`config.mk`:
```
export PLATFORM = sky130hd
export DESIGN_NAME = sim_lane_loop
export DESIGN_NICKNAME = d
export VERILOG_FILES = /design/src/rtl/sim_lane_pkg.sv /design/src/rtl/sim_lane_delay.sv /design/src/rtl/sim_lane_loop.sv
export SDC_FILE = /design/constraint.sdc
export NUM_CORES = 1
export LEC_CHECK = 0
export CAP_MARGIN = 20
export CELL_PAD_IN_SITES_DETAIL_PLACEMENT = 1
export CELL_PAD_IN_SITES_GLOBAL_PLACEMENT = 1
export CORE_MARGIN = 8
export CORE_UTILIZATION = 40
export CTS_CLUSTER_SIZE = 12
export DETAILED_ROUTE_END_ITERATION = 10
export DONT_BUFFER_PORTS = 1
export GPL_TIMING_DRIVEN = 1
export MAX_ROUTING_LAYER = met4
export PLACE_DENSITY = 0.62
export SETUP_SLACK_MARGIN = 0.1
export SYNTH_ARGS = -nofsm -noshare
export SYNTH_HDL_FRONTEND = slang
export SYNTH_SLANG_ARGS = --single-unit
```
`constraint.sdc`:
```
create_clock -name clk -period 4.9 [get_ports clk]
set_input_delay 0.735 -clock clk [delete_from_list [all_inputs] [get_ports clk]]
set_output_delay 0.735 -clock clk [all_outputs]
set_load 0.01 [all_outputs]
```
`src/rtl/sim_lane_pkg.sv`:
```
// sim_lane_pkg: shared types and constants for the serial lane loopback model.
//   state_e       - config FSM states (IDLE accepts writes, FLUSH drains lanes)
//   DEF_LANES     - default number of looped-back lanes
//   DEF_MAX_SKEW  - default maximum per-lane delay in clk cycles
//   LANE_W        - width of the cfg_lane index port
package sim_lane_pkg;
    typedef enum logic {
        IDLE  = 1'b0,
        FLUSH = 1'b1
    } state_e;

    localparam int DEF_LANES    = 8;
    localparam int DEF_MAX_SKEW = 15;
    localparam int LANE_W       = 5;
endpackage

```
`src/rtl/sim_lane_delay.sv`:
```
// sim_lane_delay: one loopback lane.
//   clk, rstn      - clock, asynchronous active-low reset
//   clr_i          - synchronous clear of the delay line; also forces the output idle
//   din_p_i/din_n_i- source lane bits (already lane-mapped)
//   skew_i         - tap select; output lags the input by 1+skew_i cycles
//   invert_i       - swap p/n on the output
//   fault_i        - force the output to 0/0 without disturbing the delay line
//   dout_p_o/dout_n_o - lane output
module sim_lane_delay #(
    parameter int MAX_SKEW = 15,
    parameter int SKEW_W   = $clog2(MAX_SKEW + 1)
) (
    input  logic              clk,
    input  logic              rstn,
    input  logic              clr_i,
    input  logic              din_p_i,
    input  logic              din_n_i,
    input  logic [SKEW_W-1:0] skew_i,
    input  logic              invert_i,
    input  logic              fault_i,
    output logic              dout_p_o,
    output logic              dout_n_o
);

    // Bit k holds the input sampled k+1 edges ago.
    logic [MAX_SKEW:0] sr_p_q;
    logic [MAX_SKEW:0] sr_n_q;
    logic              tap_p;
    logic              tap_n;

    always_ff @(posedge clk or negedge rstn) begin
        if (!rstn) begin
            sr_p_q <= '0;
            sr_n_q <= '0;
        end else if (clr_i) begin
            sr_p_q <= '0;
            sr_n_q <= '0;
        end else begin
            sr_p_q <= {sr_p_q[MAX_SKEW-1:0], din_p_i};
            sr_n_q <= {sr_n_q[MAX_SKEW-1:0], din_n_i};
        end
    end

    // skew_i is saturated to MAX_SKEW by the config logic, so the tap is in range.
    assign tap_p = sr_p_q[skew_i];
    assign tap_n = sr_n_q[skew_i];

    // Swapping p/n is a no-op when both are equal, so electrical idle passes
    // through untouched regardless of invert_i.
    always_comb begin
        dout_p_o = invert_i ? tap_n : tap_p;
        dout_n_o = invert_i ? tap_p : tap_n;
        if (clr_i || fault_i) begin
            dout_p_o = 1'b0;
            dout_n_o = 1'b0;
        end
    end

endmodule

```
`src/rtl/sim_lane_loop.sv`:
```
// sim_lane_loop: serial lane loopback with per-lane skew, polarity invert,
// global lane reversal and a forced electrical-idle fault injector.
//   clk, rstn                 - clock, asynchronous active-low reset
//   tx_p/tx_n                 - DUT transmit lanes
//   rx_p/rx_n                 - DUT receive lanes (delayed, mapped, optionally inverted)
//   cfg_valid/cfg_ready       - config write handshake
//   cfg_lane/cfg_skew/cfg_invert/cfg_reverse - write payload
//   cfg_err                   - one-cycle pulse after a write to a nonexistent lane
//   fault_start/fault_len     - start (or retrigger) a forced idle of fault_len cycles
//   fault_active              - forced idle in progress
module sim_lane_loop
    import sim_lane_pkg::*;
#(
    parameter int LANES    = DEF_LANES,
    parameter int MAX_SKEW = DEF_MAX_SKEW,
    parameter int SKEW_W   = $clog2(MAX_SKEW + 1)
) (
    input  logic              clk,
    input  logic              rstn,
    input  logic [LANES-1:0]  tx_p,
    input  logic [LANES-1:0]  tx_n,
    output logic [LANES-1:0]  rx_p,
    output logic [LANES-1:0]  rx_n,
    input  logic              cfg_valid,
    output logic              cfg_ready,
    input  logic [LANE_W-1:0] cfg_lane,
    input  logic [SKEW_W-1:0] cfg_skew,
    input  logic              cfg_invert,
    input  logic              cfg_reverse,
    output logic              cfg_err,
    input  logic              fault_start,
    input  logic [15:0]       fault_len,
    output logic              fault_active
);

    localparam logic [SKEW_W-1:0] SKEW_MAX = SKEW_W'(MAX_SKEW);

    state_e                        state_q;
    logic [SKEW_W-1:0]             fl_cnt_q;
    logic [LANES-1:0]              fmask_q;
    logic [LANES-1:0][SKEW_W-1:0]  skew_q;
    logic [LANES-1:0]              inv_q;
    logic                          rev_q;
    logic                          err_q;
    logic [15:0]                   fcnt_q;
    logic [15:0]                   fcnt_d;

    logic                          lane_ok;
    logic                          wr_ok;
    logic                          wr_bad;
    logic [SKEW_W-1:0]             skew_sat;
    logic [LANES-1:0]              flush_mask;
    logic [LANES-1:0]              lane_flush;

    assign cfg_ready    = (state_q == IDLE);
    assign cfg_err      = err_q;
    assign fault_active = (fcnt_q != 16'd0);

    assign lane_ok  = (int'(cfg_lane) < LANES);
    assign wr_ok    = cfg_valid && cfg_ready && lane_ok;
    assign wr_bad   = cfg_valid && cfg_ready && !lane_ok;
    assign skew_sat = (cfg_skew > SKEW_MAX) ? SKEW_MAX : cfg_skew;

    // A change of reversal remaps every lane, so every lane must be drained.
    always_comb begin
        flush_mask = '0;
        if (cfg_reverse != rev_q) begin
            flush_mask = '1;
        end else begin
            for (int i = 0; i < LANES; i++) begin
                if (cfg_lane == LANE_W'(i)) flush_mask[i] = 1'b1;
            end
        end
    end

    // Config FSM. FLUSH runs MAX_SKEW+1 cycles: long enough to clear the
    // deepest tap before the new mapping/skew becomes visible.
    always_ff @(posedge clk or negedge rstn) begin
        if (!rstn) begin
            state_q  <= IDLE;
            fl_cnt_q <= '0;
            fmask_q  <= '0;
            skew_q   <= '0;
            inv_q    <= '0;
            rev_q    <= 1'b0;
            err_q    <= 1'b0;
        end else begin
            err_q <= wr_bad;
            case (state_q)
                IDLE: begin
                    if (wr_ok) begin
                        state_q  <= FLUSH;
                        fl_cnt_q <= SKEW_MAX;
                        fmask_q  <= flush_mask;
                        rev_q    <= cfg_reverse;
                        for (int i = 0; i < LANES; i++) begin
                            if (cfg_lane == LANE_W'(i)) begin
                                skew_q[i] <= skew_sat;
                                inv_q[i]  <= cfg_invert;
                            end
                        end
                    end
                end
                FLUSH: begin
                    if (fl_cnt_q == '0) state_q <= IDLE;
                    else                fl_cnt_q <= fl_cnt_q - SKEW_W'(1);
                end
                default: state_q <= IDLE;
            endcase
        end
    end

    // Fault down-counter; a new nonzero length always reloads, zero is ignored.
    always_comb begin
        fcnt_d = fcnt_q;
        if (fault_start && (fault_len != 16'd0)) fcnt_d = fault_len;
        else if (fcnt_q != 16'd0)                fcnt_d = fcnt_q - 16'd1;
    end

    always_ff @(posedge clk or negedge rstn) begin
        if (!rstn) fcnt_q <= 16'd0;
        else       fcnt_q <= fcnt_d;
    end

    assign lane_flush = {LANES{state_q == FLUSH}} & fmask_q;

    for (genvar g = 0; g < LANES; g++) begin : g_lane
        localparam int SRC_REV = LANES - 1 - g;
        logic din_p;
        logic din_n;

        assign din_p = rev_q ? tx_p[SRC_REV] : tx_p[g];
        assign din_n = rev_q ? tx_n[SRC_REV] : tx_n[g];

        sim_lane_delay #(
            .MAX_SKEW (MAX_SKEW),
            .SKEW_W   (SKEW_W)
        ) u_lane (
            .clk      (clk),
            .rstn     (rstn),
            .clr_i    (lane_flush[g]),
            .din_p_i  (din_p),
            .din_n_i  (din_n),
            .skew_i   (skew_q[g]),
            .invert_i (inv_q[g]),
            .fault_i  (fault_active),
            .dout_p_o (rx_p[g]),
            .dout_n_o (rx_n[g])
        );
    end

endmodule

```
==> flow_summary.yaml <==
place:
  gp_congestion: 0.7442
  numPortBuffers: 0
  placedCellCount: 1374
  hpwl_um: 19390
timing:
  slew_violations: 0
  rsz0062_at_grt: "false"
  hold_viol: 78
  skew_ns: 0.01053
  setup_viol: 0
  fmax_mhz: 261.5
  worst_slew_pin_slew_ns: 1.022
  fin_crit_ns: 3.824
  holdWs_ns: -0.04362
  slew_headroom_pct: 31.85
  tns_ns: 0
  fin_crit_sh_pct: 78.05
setup_path:
  crit_family: "simple AND/OR/NAND/NOR gates"
  critPathMaxStageDelay_ns: 0.71
  cp.required_ns: 4.16
  critPathSlowestCell: "nor4b_4"
  arrival_ns: 3.09
  cp-end-kind: "primary output"
  crit_chain: "inv_1, ha_1, nor3b_2, nand4_1, nor4b_4, buf_4, and3_1"
  crit_fanout: 10
  crit_path_start_kind: "flip-flop"
  crit_buf_inv: 2
  crit_type: "flip-flop to primary output"
routing:
  vias_per_cell: 5.203
  wl_per_cell_um: 20.46
  firstDrtPassIters: 4
  drt-initial-drc-count: 393
  wl_um: 29400
  final_antenna_net_count: 0
  post-route-drc-count: 0
  vias: 7476
yosys:
  synthDominantCellAreaShare_pct: 58.35
  yosys_most_used_dff: "dfrtp_1"
  netlist_instances: 980
  synth_edf_count: 0
  yosysSeqAreaShare_pct: 58.35
  synth_nets: 1030
  synth_area_leaders: "dfrtp_1 (58%), and2_1 (11%), mux4_1 (7.5%)"
  async_reset_ff_share_pct: 100.0
  synth_area_sq_um: 14020
  synthDistinctLibCells: 37
  yosysWarningCount: 0
  synth_area_per_cell_sq_um: 14.31
  ys_seq_elements: 327
  synth_top_area_cell: "dfrtp_1"
pwr:
  p_per_area_nw_per_um2: 494.1
  leakagePower_nw: 7.330
  vdd_drop_max_mv: 0.2369
flow_run:
  maxCapViolations: 0
worst_hold_path:
  hold_path_class: "input pin to asynchronous set/reset pin"
cts:
  clock_sinks: 327
  cts_buffer_depth: 3
  cts_resized: 0
  post_cts_buffers: 0
  worstSkewPairLatency_ns: 0.51
  cts_tree: "yes"
  cts_htree_levels: 2
  numCtsBuffers: 37
  clk_pin_slew_ns: 0.06
  cts_root_buf: "clkbuf_16"
floorplan:
  rows: 68
  die_h_um: 203.2
  dieArea_sq_um: 41310
  ios: 66
  fp.coreArea_sq_um: 34540
  start_util_pct: 40.60
  die_x_um: 203.2
run_status:
  violations: "hold timing"
  run_status: "complete, but fails checks"
cells_and_area:
  area_delta_synth_final_pct: 10.20
  antennaDiodeCount: 0
  nNetsFinal: 1008
  fin_cells: 1437
  drive_gt1_share_pct: 18.74
global_route:
  grt_max_degree: 328
  grt_use_total_pct: 14.93
  grt-ovfl-total: 0
  grt_pass1_wl_um: 47800
  grt_pass1_vias: 8292
  antenna_found_initial: 0
-- synthesized netlist by cell type, types with 3 or more instances --
library cell and count:
a21oi_1 20, and2_1 240, and3_1 19, buf_4 20, buf_6 4, clkbuf_1 41, dfrtp_1 327, ha_1 3
inv_1 8, mux2_2 73, mux2i_1 19, mux4_1 40, mux4_2 40, nand2_1 29, nand3_1 3, nand4_1 3
nor2_1 20, nor3_1 5, nor3_2 3, nor3b_2 3, nor4_1 6, o21ai_0 13, o21bai_1 3, o31ai_1 8
xnor2_1 9, xor2_1 5
-- final timing paths --
check	startpoint	end	slack, ns	cells past startpoint
max	fcnt_q[0]	rx_p[5]	1.08	7
min	rstn	g_lane[7].u_lane.sr_p_q[11]	-0.04	0
max reg2reg	fcnt_q[0]	fcnt_q[1]	2.11	8
min reg2reg	g_lane[4].u_lane.sr_n_q[14]	g_lane[4].u_lane.sr_n_q[15]	0.47	1
max in group asynchronous	rstn	g_lane[4].u_lane.sr_p_q[4]	4.44	0
min in group clk	cfg_reverse	rev_q	0.34	2
-- power breakdown --
part	switching (mW)	leakage, nW	internal, mW
registers	0.417	4.43	3.11
clock network	1.06	0.583	1.59
logic	0.661	2.31	0.791
total	2.14	7.33	5.50
-- worst register-to-register path, cell delays in order (launching register included) --
cell and delay (ns):
dfrtp_1 0.39, inv_1 0.10, ha_1 0.18, nor3b_2 0.33, nand4_1 0.28, nor4b_4 0.71, buf_4 0.31, mux2i_1 0.09
mux2_2 0.27
-- sequential cells by signal, summed over array words and instances, names as in the netlist --
signal,cells
g_lane.u_lane.sr_n_q,128
g_lane.u_lane.sr_p_q,128
skew_q,32
fcnt_q,16
fmask_q,8
inv_q,8
fl_cnt_q,4
cfg_err,1
rev_q,1
state_q,1
-- cells in the final DEF (no fill, tap or decap), drive strengths merged, types with 2 or more instances in the layout --
| cell type | count |
|---|---|
| a21oi | 20 |
| and2 | 240 |
| and3 | 19 |
| buf | 8 |
| clkbuf | 53 |
| clkinv | 8 |
| dfrtp | 327 |
| ha | 3 |
| inv | 9 |
| mux2 | 73 |
| mux2i | 19 |
| mux4 | 80 |
| nand2 | 29 |
| nand2b | 2 |
| nand3 | 3 |
| nand4 | 3 |
| nand4b | 2 |
| nor2 | 20 |
| nor2b | 2 |
| nor3 | 8 |
| nor3b | 4 |
| nor4 | 6 |
| o21ai | 13 |
| o21bai | 3 |
| o31ai | 8 |
| xnor2 | 9 |
| xor2 | 5 |
-- final cells by class --
class,count,area (sq um)
Inverter,8,30.03
Tap cell,455,569.3
Fill cell,3506,19090
Clock buffer,53,1089
Timing Repair Buffer,8,60.06
Clock inverter,10,78.83
Multi-Input combinational cell,576,5444
Sequential cell,327,8183
-- kinds of logic after synthesis --
group / share of synthesized area [%]
compound gates: 1.936
fa+ha+maj: 0.2677
mux: 21.14
flops: 58.35
buf+inv: 2.828
simple gates: 14.61
xor+xnor: 0.8744
-- per-stage QoR --
stage	total power, mW	instance area (sq um)	setup WS [ns]	utilization [%]
after floorplan	4.645	14020	2.088	-
after global placement	5.052	14290	1.566	41.36
after detailed placement	5.078	14290	1.510	41.36
after CTS	7.781	15450	0.9552	44.74
after global routing	8.071	15450	0.8006	44.74
final	7.635	15450	1.076	44.74
-- metal layers --
layer	global-route usage, %	up-vias	wire length (um)
met2	22.37	123	13370
li1	-	3371	-
met4	3.652	0	596
met5	-	-	0
met3	3.412	43	1492
met1	20.47	3939	13940
Note: power is estimated with default switching activity, not from simulation.
